File: config.mk
export PLATFORM = sky130hd
export DESIGN_NAME = negedge_loadable_down_counter_flat
export DESIGN_NICKNAME = d
export VERILOG_FILES = /design/src/rtl/counter_pkg.sv /design/src/rtl/negedge_loadable_down_counter_if.sv /design/src/rtl/negedge_loadable_down_counter.sv /design/src/flat_wrapper.sv
export SDC_FILE = /design/constraint.sdc
export NUM_CORES = 1
export LEC_CHECK = 0
export CORE_AREA = 5 5 42 44
export CTS_CLUSTER_SIZE = 12
export DETAILED_ROUTE_END_ITERATION = 10
export DIE_AREA = 0 0 47 49
export PLACE_DENSITY = 0.66
export SYNTH_ARGS = -nofsm -noshare
export SYNTH_HDL_FRONTEND = slang
export SYNTH_SLANG_ARGS = --single-unit
File: constraint.sdc
create_clock -name clk -period 4.11 [get_ports clk]
set_clock_uncertainty 0.05 [all_clocks]
set_input_delay 0.411 -clock clk [delete_from_list [all_inputs] [get_ports clk]]
set_output_delay 0.411 -clock clk [all_outputs]
set_load 0.05 [all_outputs]
File: src/rtl/counter_pkg.sv
// Shared types for the counter experiment set: down-counter state encoding and
// the one-shot / auto-reload mode constants.
package counter_pkg;

   typedef enum logic [1:0] {IDLE, RUN, DONE} dcnt_state_t;

   localparam logic MODE_ONESHOT = 1'b0;
   localparam logic MODE_RELOAD  = 1'b1;

endpackage

File: src/rtl/negedge_loadable_down_counter_if.sv
// Control and status bundle of the loadable down counter; the master drives
// load/count controls and the counter (slave) returns count, terminal count and busy.
interface negedge_loadable_down_counter_if #(
   parameter int WIDTH = 3
);

   logic             load;
   logic [WIDTH-1:0] d;
   logic             en;
   logic             mode;
   logic [WIDTH-1:0] q;
   logic             tc;
   logic             busy;

   modport master (
      output load, d, en, mode,
      input  q, tc, busy
   );

   modport slave (
      input  load, d, en, mode,
      output q, tc, busy
   );

endinterface

File: src/rtl/negedge_loadable_down_counter.sv
// Falling-edge loadable down counter: counts a loaded value to zero, flags terminal
// count for one cycle, then either stops (one-shot) or reloads (divide-by-(N+1)).
module negedge_loadable_down_counter
   import counter_pkg::*;
#(
   parameter int WIDTH = 3
) (
   input logic                            clk,
   input logic                            rst,
   negedge_loadable_down_counter_if.slave bus
);

   dcnt_state_t      state, stateNext;
   logic [WIDTH-1:0] count, countNext;
   logic [WIDTH-1:0] reloadVal, reloadValNext;
   logic             tcReg, tcNext;

   // All state, including the registered terminal-count flag, moves on the falling edge
   always_ff @(negedge clk or posedge rst) begin
      if (rst) begin
         state     <= IDLE;
         count     <= '0;
         reloadVal <= '0;
         tcReg     <= 1'b0;
      end else begin
         state     <= stateNext;
         count     <= countNext;
         reloadVal <= reloadValNext;
         tcReg     <= tcNext;
      end
   end

   // Load beats counting; the zero decision edge is where MODE picks stop or reload
   always_comb begin
      stateNext     = state;
      countNext     = count;
      reloadValNext = reloadVal;
      tcNext        = 1'b0;
      if (bus.load) begin
         countNext     = bus.d;
         reloadValNext = bus.d;
         stateNext     = (bus.d != '0) ? RUN : DONE;
      end else begin
         unique case (state)
            RUN: begin
               if (bus.en) begin
                  if (count > WIDTH'(1)) begin
                     countNext = count - WIDTH'(1);
                  end else if (count == WIDTH'(1)) begin
                     countNext = '0;
                     tcNext    = 1'b1;
                  end else if (bus.mode == MODE_RELOAD) begin
                     countNext = reloadVal;
                  end else begin
                     stateNext = DONE;
                  end
               end
            end
            IDLE, DONE: begin
               stateNext = state;
            end
            default: begin
               stateNext = IDLE;
            end
         endcase
      end
   end

   always_comb begin
      bus.q    = count;
      bus.tc   = tcReg;
      bus.busy = (state == RUN);
   end

endmodule

File: src/flat_wrapper.sv
// flat-port wrapper written by rule: the top's interface ports become plain ports
module negedge_loadable_down_counter_flat import counter_pkg::*;
#(
   parameter int WIDTH = 3
)
  (clk, rst, bus_load, bus_d, bus_en, bus_mode, bus_q, bus_tc, bus_busy);
  negedge_loadable_down_counter_if #(.WIDTH(WIDTH)) bus_i ();
  input logic clk;
  input logic rst;
  input wire logic [$bits(bus_i.load)-1:0] bus_load;
  input wire logic [$bits(bus_i.d)-1:0] bus_d;
  input wire logic [$bits(bus_i.en)-1:0] bus_en;
  input wire logic [$bits(bus_i.mode)-1:0] bus_mode;
  output wire logic [$bits(bus_i.q)-1:0] bus_q;
  output wire logic [$bits(bus_i.tc)-1:0] bus_tc;
  output wire logic [$bits(bus_i.busy)-1:0] bus_busy;
  assign bus_i.load = bus_load;
  assign bus_i.d = bus_d;
  assign bus_i.en = bus_en;
  assign bus_i.mode = bus_mode;
  assign bus_q = bus_i.q;
  assign bus_tc = bus_i.tc;
  assign bus_busy = bus_i.busy;
  negedge_loadable_down_counter #(.WIDTH(WIDTH)) u_core (.clk(clk), .rst(rst), .bus(bus_i));
endmodule
==> metrics.csv <==
metric,value,unit
dieArea,2300,um2
cp.arrival,3.49,ns
netlist-cell-type-count,29,
synth.top_cell.area_share,43.3,%
crit_required,3.65,ns
synth_top_cell_by_area,dfrtn_1,
die-width,47,um
ctsResizeCount,0,
drv_cap,0,
areaGrowthSynthToFinish,29.8,%
synthTopCellsByCount,"dfrtn_1 (9), inv_1 (6), a21oi_1 (3), nand2_1 (3), o21ai_0 (3)",
ys.flop_type,dfrtn_1,
io_pins,13,
synth_area_leaders,"dfrtn_1 (43%), ha_1 (4.8%), inv_1 (4.3%), mux2_2 (4.3%), a21oi_1 (2.9%)",
leakage,0.000301,uW
cts-root-buf,clkbuf_4,
viasPerCell,5.24,
hold_path_class,flip-flop to flip-flop,
n_antenna_cell,0,
finalPower,248,uW
post_cts_buffers,0,
fin_nets,78,
totalWireLength,1120,um
clock-sinks,9,
irDropWorstVdd,175,uV
outcome,finished clean,
timing.critical_path.fanout_max,1,
coreArea,1400,um2
fin_util,48.2,%
dr_total_vias,435,
tritoncts,done,
setup_violations,0,
ant_nets,0,
hold_violations,0,
yosys_warnings,0,
numCtsBuffers,3,
dr.pass1.iters,4,
path_delay_family,buffers and inverters,
setup_tns,0,ns
ctsHtreeMaxLevel,1,
dp_cells,79,
avgSynthCellArea,10.0,um2
slew_headroom,67.3,%
grt.total_usage,11.1,%
synth_area,520,um2
cp_slowest_cell,clkdlybuf4s50_1,
power-per-cell-area,366,nW/um2
synth_edf_count,0,
end_kind,primary output,
drive_above_1_share,22.4,%
fin_cells,83,
start_util,37.1,%
synth.most_common_cell,dfrtn_1,
io_buffers,12,
critPathBufInv,1,
critPathKind,flip-flop to primary output,
cp_cell_sequence,clkdlybuf4s50_1,
overflow,0,
hold_buffers,0,
slew_viol_final,0,
worst_slew_pin_slew,0.489,ns
detail_route.drc_violations,0,
rsz0062_at_grt,no,
ys_ff_latch,9,
synth_cells,52,
dp_hpwl,897,um
clkTransAtPathRegs,0.05,ns
wl_per_cell,13.5,um
ys_seq_area_share,43.3,%
synth_async_sr_flop_share,100,%
grt_pass1_vias,425,
die_h,49,um
antenna_found_initial,0,
clockBufferDepth,2,
grt_max_degree,13,
critical_path.startpoint_type,flip-flop,
worstSkewPairLatency,0.27,ns
syn_nets,62,
gp_congestion,0.779,
critPathMaxStageDelay,0.79,ns
grt_pass1_wl,1840,um
rows,14,
first_iter_violations,4,
[registers in the layout, summed over array words and instances, names as in the netlist]
| name | cells |
|---|---|
| u_core.bus.q | 3 |
| u_core.reloadVal | 3 |
| u_core.state | 2 |
| u_core.bus.tc | 1 |
[cell usage in the layout, fill, tap and decap left out, types with 2 or more instances in the layout]
cell type / n
or3_1: 2
dfrtn_1: 9
nor2_1: 2
nand2_1: 3
a21oi_1: 3
inv_1: 6
o21ai_0: 3
clkdlybuf4s50_1: 8
clkbuf_4: 3
ha_1: 2
mux2_2: 2
buf_4: 5
[per-stage QoR]
stage          cell area, um2  hold slack, ns  setup slack (ns)
2_1_floorplan             520           0.392             0.719
3_3_place_gp              649           0.433             0.292
3_5_place_dp              649           0.411             0.270
4_1_cts                   676           0.411             0.147
5_1_grt                   676           0.444             0.127
6_report                  676           0.409             0.157
[layer usage]
layer  vias up  global-route usage, %  part of all wire [%]
li1        217                      -                     -
met1       203                   13.9                    43
met2        13                   15.8                    49
met3         2                   6.64                   7.2
met4         0                   2.76                  0.71
met5         -                      0                     0
[power by group]
part,internal [uW],total [uW],leakage [uW],switching [uW]
sequential,98.0,106,0.000109,8.35
combinational,31.6,74.8,0.000177,43.2
clock,37.3,66.4,0.0000150,29.1
[final timing paths]
kind / from / endpoint / slack (ns) / cells past startpoint
min reg2reg: u_core.reloadVal[2] / u_core.reloadVal[2] / 0.41 / 1
max: u_core.bus.tc / bus_tc / 0.16 / 1
max in group asynchronous: rst / u_core.bus.q[0] / 1.42 / 2
min in group asynchronous: rst / u_core.bus.q[2] / 2.30 / 2
min: u_core.reloadVal[2] / u_core.reloadVal[2] / 0.41 / 1
max reg2reg: u_core.bus.q[1] / u_core.state[0] / 2.46 / 6
[layout make-up]
| class | count | area, um2 |
|---|---|---|
| Tap cell | 16 | 20.0 |
| Sequential cell | 9 | 225 |
| Clock buffer | 4 | 26.3 |
| Multi-Input combinational cell | 35 | 264 |
| Timing Repair Buffer | 13 | 118 |
| Inverter | 6 | 22.5 |
| Fill cell | 145 | 726 |
[kinds of logic (layout without fill, tap and decap cells)]
group	after synthesis	in the layout	share of synthesized area, %
DFF	9	9	43.3
buffers and inverters	8	23	6.01
and+or+nand+nor	15	15	17.8
adders and majority gates	2	2	4.81
AOI/OAI and AO/OA	16	16	23.8
muxes	2	2	4.33
Power figures use the tool's default switching activity.
